[config.mk]
export PLATFORM = sky130hd
export DESIGN_NAME = ram_arbiter
export DESIGN_NICKNAME = d
export VERILOG_FILES = /design/src/rtl/ram_arbiter.sv
export SDC_FILE = /design/constraint.sdc
export NUM_CORES = 1
export LEC_CHECK = 0
export CORE_MARGIN = 2
export CORE_UTILIZATION = 43
export DETAILED_ROUTE_END_ITERATION = 6
export GPL_TIMING_DRIVEN = 0
export PLACE_DENSITY = 0.92
export SLEW_MARGIN = 20
export SYNTH_ARGS = -nofsm -noshare
export SYNTH_HDL_FRONTEND = slang
export SYNTH_SLANG_ARGS = --single-unit
[constraint.sdc]
create_clock -name clk -period 3.5 [get_ports clk]
set_input_delay 0.7 -clock clk [delete_from_list [all_inputs] [get_ports clk]]
set_output_delay 0.7 -clock clk [all_outputs]
set_load 0.03 [all_outputs]
[src/rtl/ram_arbiter.sv]
// Two-requester arbiter in front of one single-port 32x32 ram.
// One access is in flight at a time; every output comes straight from a flop.
module ram_arbiter #(
  parameter int ADDR_W = 5,
  parameter int DATA_W = 32,
  parameter bit RR     = 1'b1
) (
  input  logic              clk,
  input  logic              reset_n,
  input  logic              m0_req,
  input  logic              m0_wr,
  input  logic [ADDR_W-1:0] m0_addr,
  input  logic [DATA_W-1:0] m0_wdata,
  output logic              m0_gnt,
  output logic              m0_rvalid,
  output logic [DATA_W-1:0] m0_rdata,
  input  logic              m1_req,
  input  logic              m1_wr,
  input  logic [ADDR_W-1:0] m1_addr,
  input  logic [DATA_W-1:0] m1_wdata,
  output logic              m1_gnt,
  output logic              m1_rvalid,
  output logic [DATA_W-1:0] m1_rdata,
  output logic              busy,
  output logic              ram_cen,
  output logic              ram_wen,
  output logic [ADDR_W-1:0] ram_addr,
  output logic [DATA_W-1:0] ram_din,
  input  logic [DATA_W-1:0] ram_dout
);

  typedef enum logic [1:0] {
    IDLE   = 2'd0,
    CMD    = 2'd1,
    RDWAIT = 2'd2
  } state_t;

  state_t              state_r, state_nxt_s;
  logic                last_r, last_nxt_s;
  logic                owner_r, owner_nxt_s;
  logic                win_s;
  logic                busy_r, busy_nxt_s;
  logic                cen_r, cen_nxt_s;
  logic                wen_r, wen_nxt_s;
  logic [ADDR_W-1:0]   addr_r, addr_nxt_s;
  logic [DATA_W-1:0]   din_r, din_nxt_s;
  logic                gnt0_r, gnt0_nxt_s;
  logic                gnt1_r, gnt1_nxt_s;
  logic                rvalid0_r, rvalid0_nxt_s;
  logic                rvalid1_r, rvalid1_nxt_s;
  logic [DATA_W-1:0]   rdata0_r, rdata0_nxt_s;
  logic [DATA_W-1:0]   rdata1_r, rdata1_nxt_s;

  // Winner select: 1 = M1. Round-robin favours whoever was not granted last.
  always_comb begin
    if (m0_req && m1_req) begin
      if (RR) begin
        win_s = ~last_r;
      end else begin
        win_s = 1'b0;
      end
    end else if (m1_req) begin
      win_s = 1'b1;
    end else begin
      win_s = 1'b0;
    end
  end

  // Next-state and next-output logic for the access sequencer.
  always_comb begin
    state_nxt_s   = state_r;
    last_nxt_s    = last_r;
    owner_nxt_s   = owner_r;
    cen_nxt_s     = 1'b0;
    wen_nxt_s     = 1'b0;
    addr_nxt_s    = addr_r;
    din_nxt_s     = din_r;
    gnt0_nxt_s    = 1'b0;
    gnt1_nxt_s    = 1'b0;
    rvalid0_nxt_s = 1'b0;
    rvalid1_nxt_s = 1'b0;
    rdata0_nxt_s  = rdata0_r;
    rdata1_nxt_s  = rdata1_r;
    case (state_r)
      IDLE: begin
        if (m0_req || m1_req) begin
          state_nxt_s = CMD;
          cen_nxt_s   = 1'b1;
          owner_nxt_s = win_s;
          last_nxt_s  = win_s;
          if (win_s) begin
            wen_nxt_s  = m1_wr;
            addr_nxt_s = m1_addr;
            din_nxt_s  = m1_wdata;
            gnt1_nxt_s = 1'b1;
          end else begin
            wen_nxt_s  = m0_wr;
            addr_nxt_s = m0_addr;
            din_nxt_s  = m0_wdata;
            gnt0_nxt_s = 1'b1;
          end
        end else begin
          state_nxt_s = IDLE;
        end
      end
      CMD: begin
        // wen_r still holds the direction of the command just issued
        if (wen_r) begin
          state_nxt_s = IDLE;
        end else begin
          state_nxt_s = RDWAIT;
        end
      end
      RDWAIT: begin
        state_nxt_s = IDLE;
        if (owner_r) begin
          rdata1_nxt_s  = ram_dout;
          rvalid1_nxt_s = 1'b1;
        end else begin
          rdata0_nxt_s  = ram_dout;
          rvalid0_nxt_s = 1'b1;
        end
      end
      default: begin
        state_nxt_s = IDLE;
      end
    endcase
    // busy covers the full occupancy window: grant edge up to the edge the next grant may occur
    busy_nxt_s = (state_r != IDLE) || (state_nxt_s != IDLE);
  end

  // FSM state and arbitration history.
  always_ff @(posedge clk or negedge reset_n) begin
    if (!reset_n) begin
      state_r <= IDLE;
      last_r  <= 1'b1;
      owner_r <= 1'b0;
    end else begin
      state_r <= state_nxt_s;
      last_r  <= last_nxt_s;
      owner_r <= owner_nxt_s;
    end
  end

  // Registered ram command, grants, read returns and busy.
  always_ff @(posedge clk or negedge reset_n) begin
    if (!reset_n) begin
      busy_r    <= 1'b0;
      cen_r     <= 1'b0;
      wen_r     <= 1'b0;
      addr_r    <= {ADDR_W{1'b0}};
      din_r     <= {DATA_W{1'b0}};
      gnt0_r    <= 1'b0;
      gnt1_r    <= 1'b0;
      rvalid0_r <= 1'b0;
      rvalid1_r <= 1'b0;
      rdata0_r  <= {DATA_W{1'b0}};
      rdata1_r  <= {DATA_W{1'b0}};
    end else begin
      busy_r    <= busy_nxt_s;
      cen_r     <= cen_nxt_s;
      wen_r     <= wen_nxt_s;
      addr_r    <= addr_nxt_s;
      din_r     <= din_nxt_s;
      gnt0_r    <= gnt0_nxt_s;
      gnt1_r    <= gnt1_nxt_s;
      rvalid0_r <= rvalid0_nxt_s;
      rvalid1_r <= rvalid1_nxt_s;
      rdata0_r  <= rdata0_nxt_s;
      rdata1_r  <= rdata1_nxt_s;
    end
  end

  assign busy      = busy_r;
  assign ram_cen   = cen_r;
  assign ram_wen   = wen_r;
  assign ram_addr  = addr_r;
  assign ram_din   = din_r;
  assign m0_gnt    = gnt0_r;
  assign m1_gnt    = gnt1_r;
  assign m0_rvalid = rvalid0_r;
  assign m1_rvalid = rvalid1_r;
  assign m0_rdata  = rdata0_r;
  assign m1_rdata  = rdata1_r;

endmodule

==> flow_summary.ini <==
[run_status]
outcome = finished, final reports clean

[pwr]
peakVddDrop_v = 0.000481
power_density_mw_per_mm2 = 991
p_leak_nw = 2.92

[clock_network]
clkSlewWorstSetupHoldPaths_ps = 100
cts_resized = 0
cts-root-buf = clkbuf_8
cts_setup_buffers = 0
cts_buffers = 9
hold_buffers = 0
cts_sinks = 112
insertion_delay_ps = 360
cts_max_level = 3
cts.path.max_buffers = 2
cts_tree = done

[floorplan]
core_area_mm2 = 0.0101
initial_utilization_pct = 43.6
io_pins = 220
die_width_um = 105
fp.dieH_um = 105
die_area_mm2 = 0.0111
row_count = 37

[global_route]
grt_pass1_wl_um = 19100
grt_pass1_vias = 3817
grt_max_degree = 72
grt_usage_pct = 22.0
antenna_found_initial = 0
overflow = 0

[synthesis]
synthTopCellsByArea = dfrtp_1, mux2_2, a221o_1
synth_top_cells_by_count = dfrtp_1, mux2_2, a221o_1, a21boi_0, buf_2
post-synth-top-count-cell = dfrtp_1
synth_mux_area_share_pct = 16.3
ys_seq_elements = 112
synth_edf_count = 0
async_reset_ff_share_pct = 100
yosysTopAreaCell = dfrtp_1
syn_nets = 402
synthDistinctLibCells = 22
ys_seq_area_share_pct = 63.4
synthAdderAreaFrac_pct = 0
synth_compound_area_share_pct = 15.2
netlist_instances = 290
yosysWarnings = 0
synth_area_per_cell_um2 = 15.2
synth_top_family_by_area = multiplexers
netlist_area_mm2 = 0.00442
synth_ff_type = dfrtp_1
synthSimpleGateAreaFrac_pct = 1.64
synth_top_area_share_pct = 62.8
synthXorXnorAreaFrac_pct = 0

[placed_design]
numPortBuffers = 219
place_ws_ps = 1190
place_hpwl_um = 9160
placed_cell_area_mm2 = 0.00681
gp_congestion = 0.781

[sta]
max_freq_mhz = 466
period_share_pct = 61.3
hold_viol = 0
setup_viol = 0
min_period_ps = 2140
rsz0062_at_grt = false
tightest_slew_ps = 468
slew_violations = 0
timing.final.ws_setup_ps = 1360
clock_skew_ps = 8.02
slew_headroom_pct = 68.8
setup_tns_ps = 0

[drt]
wl_um = 12000
wire_per_inst_um = 18.1
first_iter_violations = 86
num_vias = 3447
antenna_left = 0
drc = 0
drt-pass1-iter-count = 6
avgViaCountPerCell = 5.21

[final_layout]
finalInstanceArea_mm2 = 0.00698
num_antenna_cells = 0
syn_to_final_growth_pct = 58.0
fill_cells = 701
fin_nets = 633
postLayoutCoreUtil_pct = 68.9
seq_area_mm2 = 0.00280
drive_above_1_share_pct = 18.7
multiInputGateArea_mm2 = 0.00147

[worst_setup_path]
critPathLaunchType = flop
path_cells = clkdlybuf4s50_1
cp_slowest_cell = clkdlybuf4s50_1
critical_path.top_delay_family = buffers and inverters
cp_num_buf_inv = 1
crit_type = reg -> out
crit_required_ps = 2800
cp_slowest_stage_delay_ps = 700
crit_arrival_ps = 1440
cp_max_fo = 2
cp-end-kind = primary output

[run]
timing.max_cap.violations = 0

[hold_path]
hold_path.class = in -> async
==> stage by stage <==
stage                     power [W]  instances  hold WS, ps
after floorplan             0.00453        290          404
after global placement      0.00612        645          427
after detailed placement    0.00625        646          425
after CTS                   0.00697        661          228
after global routing        0.00725        661          237
final                       0.00692        661          234
==> layer usage <==
| layer | track usage (%) | routed length, um |
|---|---|---|
| met1 | 25.0 | 4680 |
| met2 | 39.3 | 6200 |
| met3 | 5.07 | 793 |
| met4 | 10.0 | 306 |
| met5 | 0 | 0 |
==> placed cells by master (no fill, tap or decap), drive strengths merged <==
cell type / synthesis / layout
a21boi: 37 / 37
a21o: 2 / 2
a221o: 37 / 37
a22o: 1 / 1
and3: 2 / 2
buf: 17 / 19
clkbuf: 6 / 18
clkdlybuf4s50: 0 / 218
clkinv: 0 / 2
clkinvlp: 0 / 1
dfrtp: 111 / 111
dfstp: 1 / 1
inv: 3 / 3
mux2: 64 / 64
nand2: 2 / 2
nand2b: 2 / 2
nand3b: 1 / 1
nor2: 1 / 1
nor3b: 2 / 2
or2: 1 / 1
==> worst reg2reg max path, delay by kind of cell (launching register included) <==
family | cells | cell delay (ps)
buffers and inverters | 2 | 490
DFF | 1 | 420
AOI/OAI and AO/OA | 2 | 420
and+or+nand+nor | 1 | 220
==> power breakdown <==
| group | internal, W | total (W) | switching, W | leakage [nW] |
|---|---|---|---|---|
| Combinational | 0.00184 | 0.00394 | 0.00209 | 1.48 |
| Clock | 0.000293 | 0.000702 | 0.000409 | 0.0882 |
| Sequential | 0.00194 | 0.00228 | 0.000343 | 1.35 |
| Total | 0.00407 | 0.00692 | 0.00285 | 2.92 |
==> state kept, by name, indices dropped and copies added (netlist names) <==
signal / count
ram_cen: 1
last_r: 1
owner_r: 1
m0_rvalid: 1
m1_gnt: 1
state_r: 2
m1_rdata: 32
m0_rdata: 32
ram_wen: 1
ram_din: 32
ram_addr: 5
busy: 1
m0_gnt: 1
m1_rvalid: 1
==> kinds of logic after synthesis <==
family | count (synthesis)
flip-flops | 112
AO/OA/AOI/OAI | 77
multiplexers | 64
buffers and inverters | 26
AND/OR/NAND/NOR | 11
==> area by class of cell <==
cell class / count / share of cell area [%]
Sequential cell: 112 / 40.1
Timing Repair Buffer: 220 / 31.8
Multi-Input combinational cell: 152 / 21.0
Tap cell: 136 / 2.44
Clock buffer: 12 / 2.22
Buffer: 23 / 2.01
Clock inverter: 3 / 0.251
Inverter: 3 / 0.161
==> path summary, 6_finish.rpt <==
kind	slack, ps	cells past startpoint	start	end
worst max-delay path	1360	1	ram_din[7]	ram_din[7]
worst min-delay path	230	1	reset_n	m0_rdata[13]
worst max register to register	1830	5	state_r[1]	ram_addr[0]
worst min register to register	430	1	ram_wen	state_r[1]
max in group asynchronous	2550	2	reset_n	last_r
min in group clk	430	1	ram_wen	state_r[1]
No activity file was read; power rests on OpenSTA's default activity.
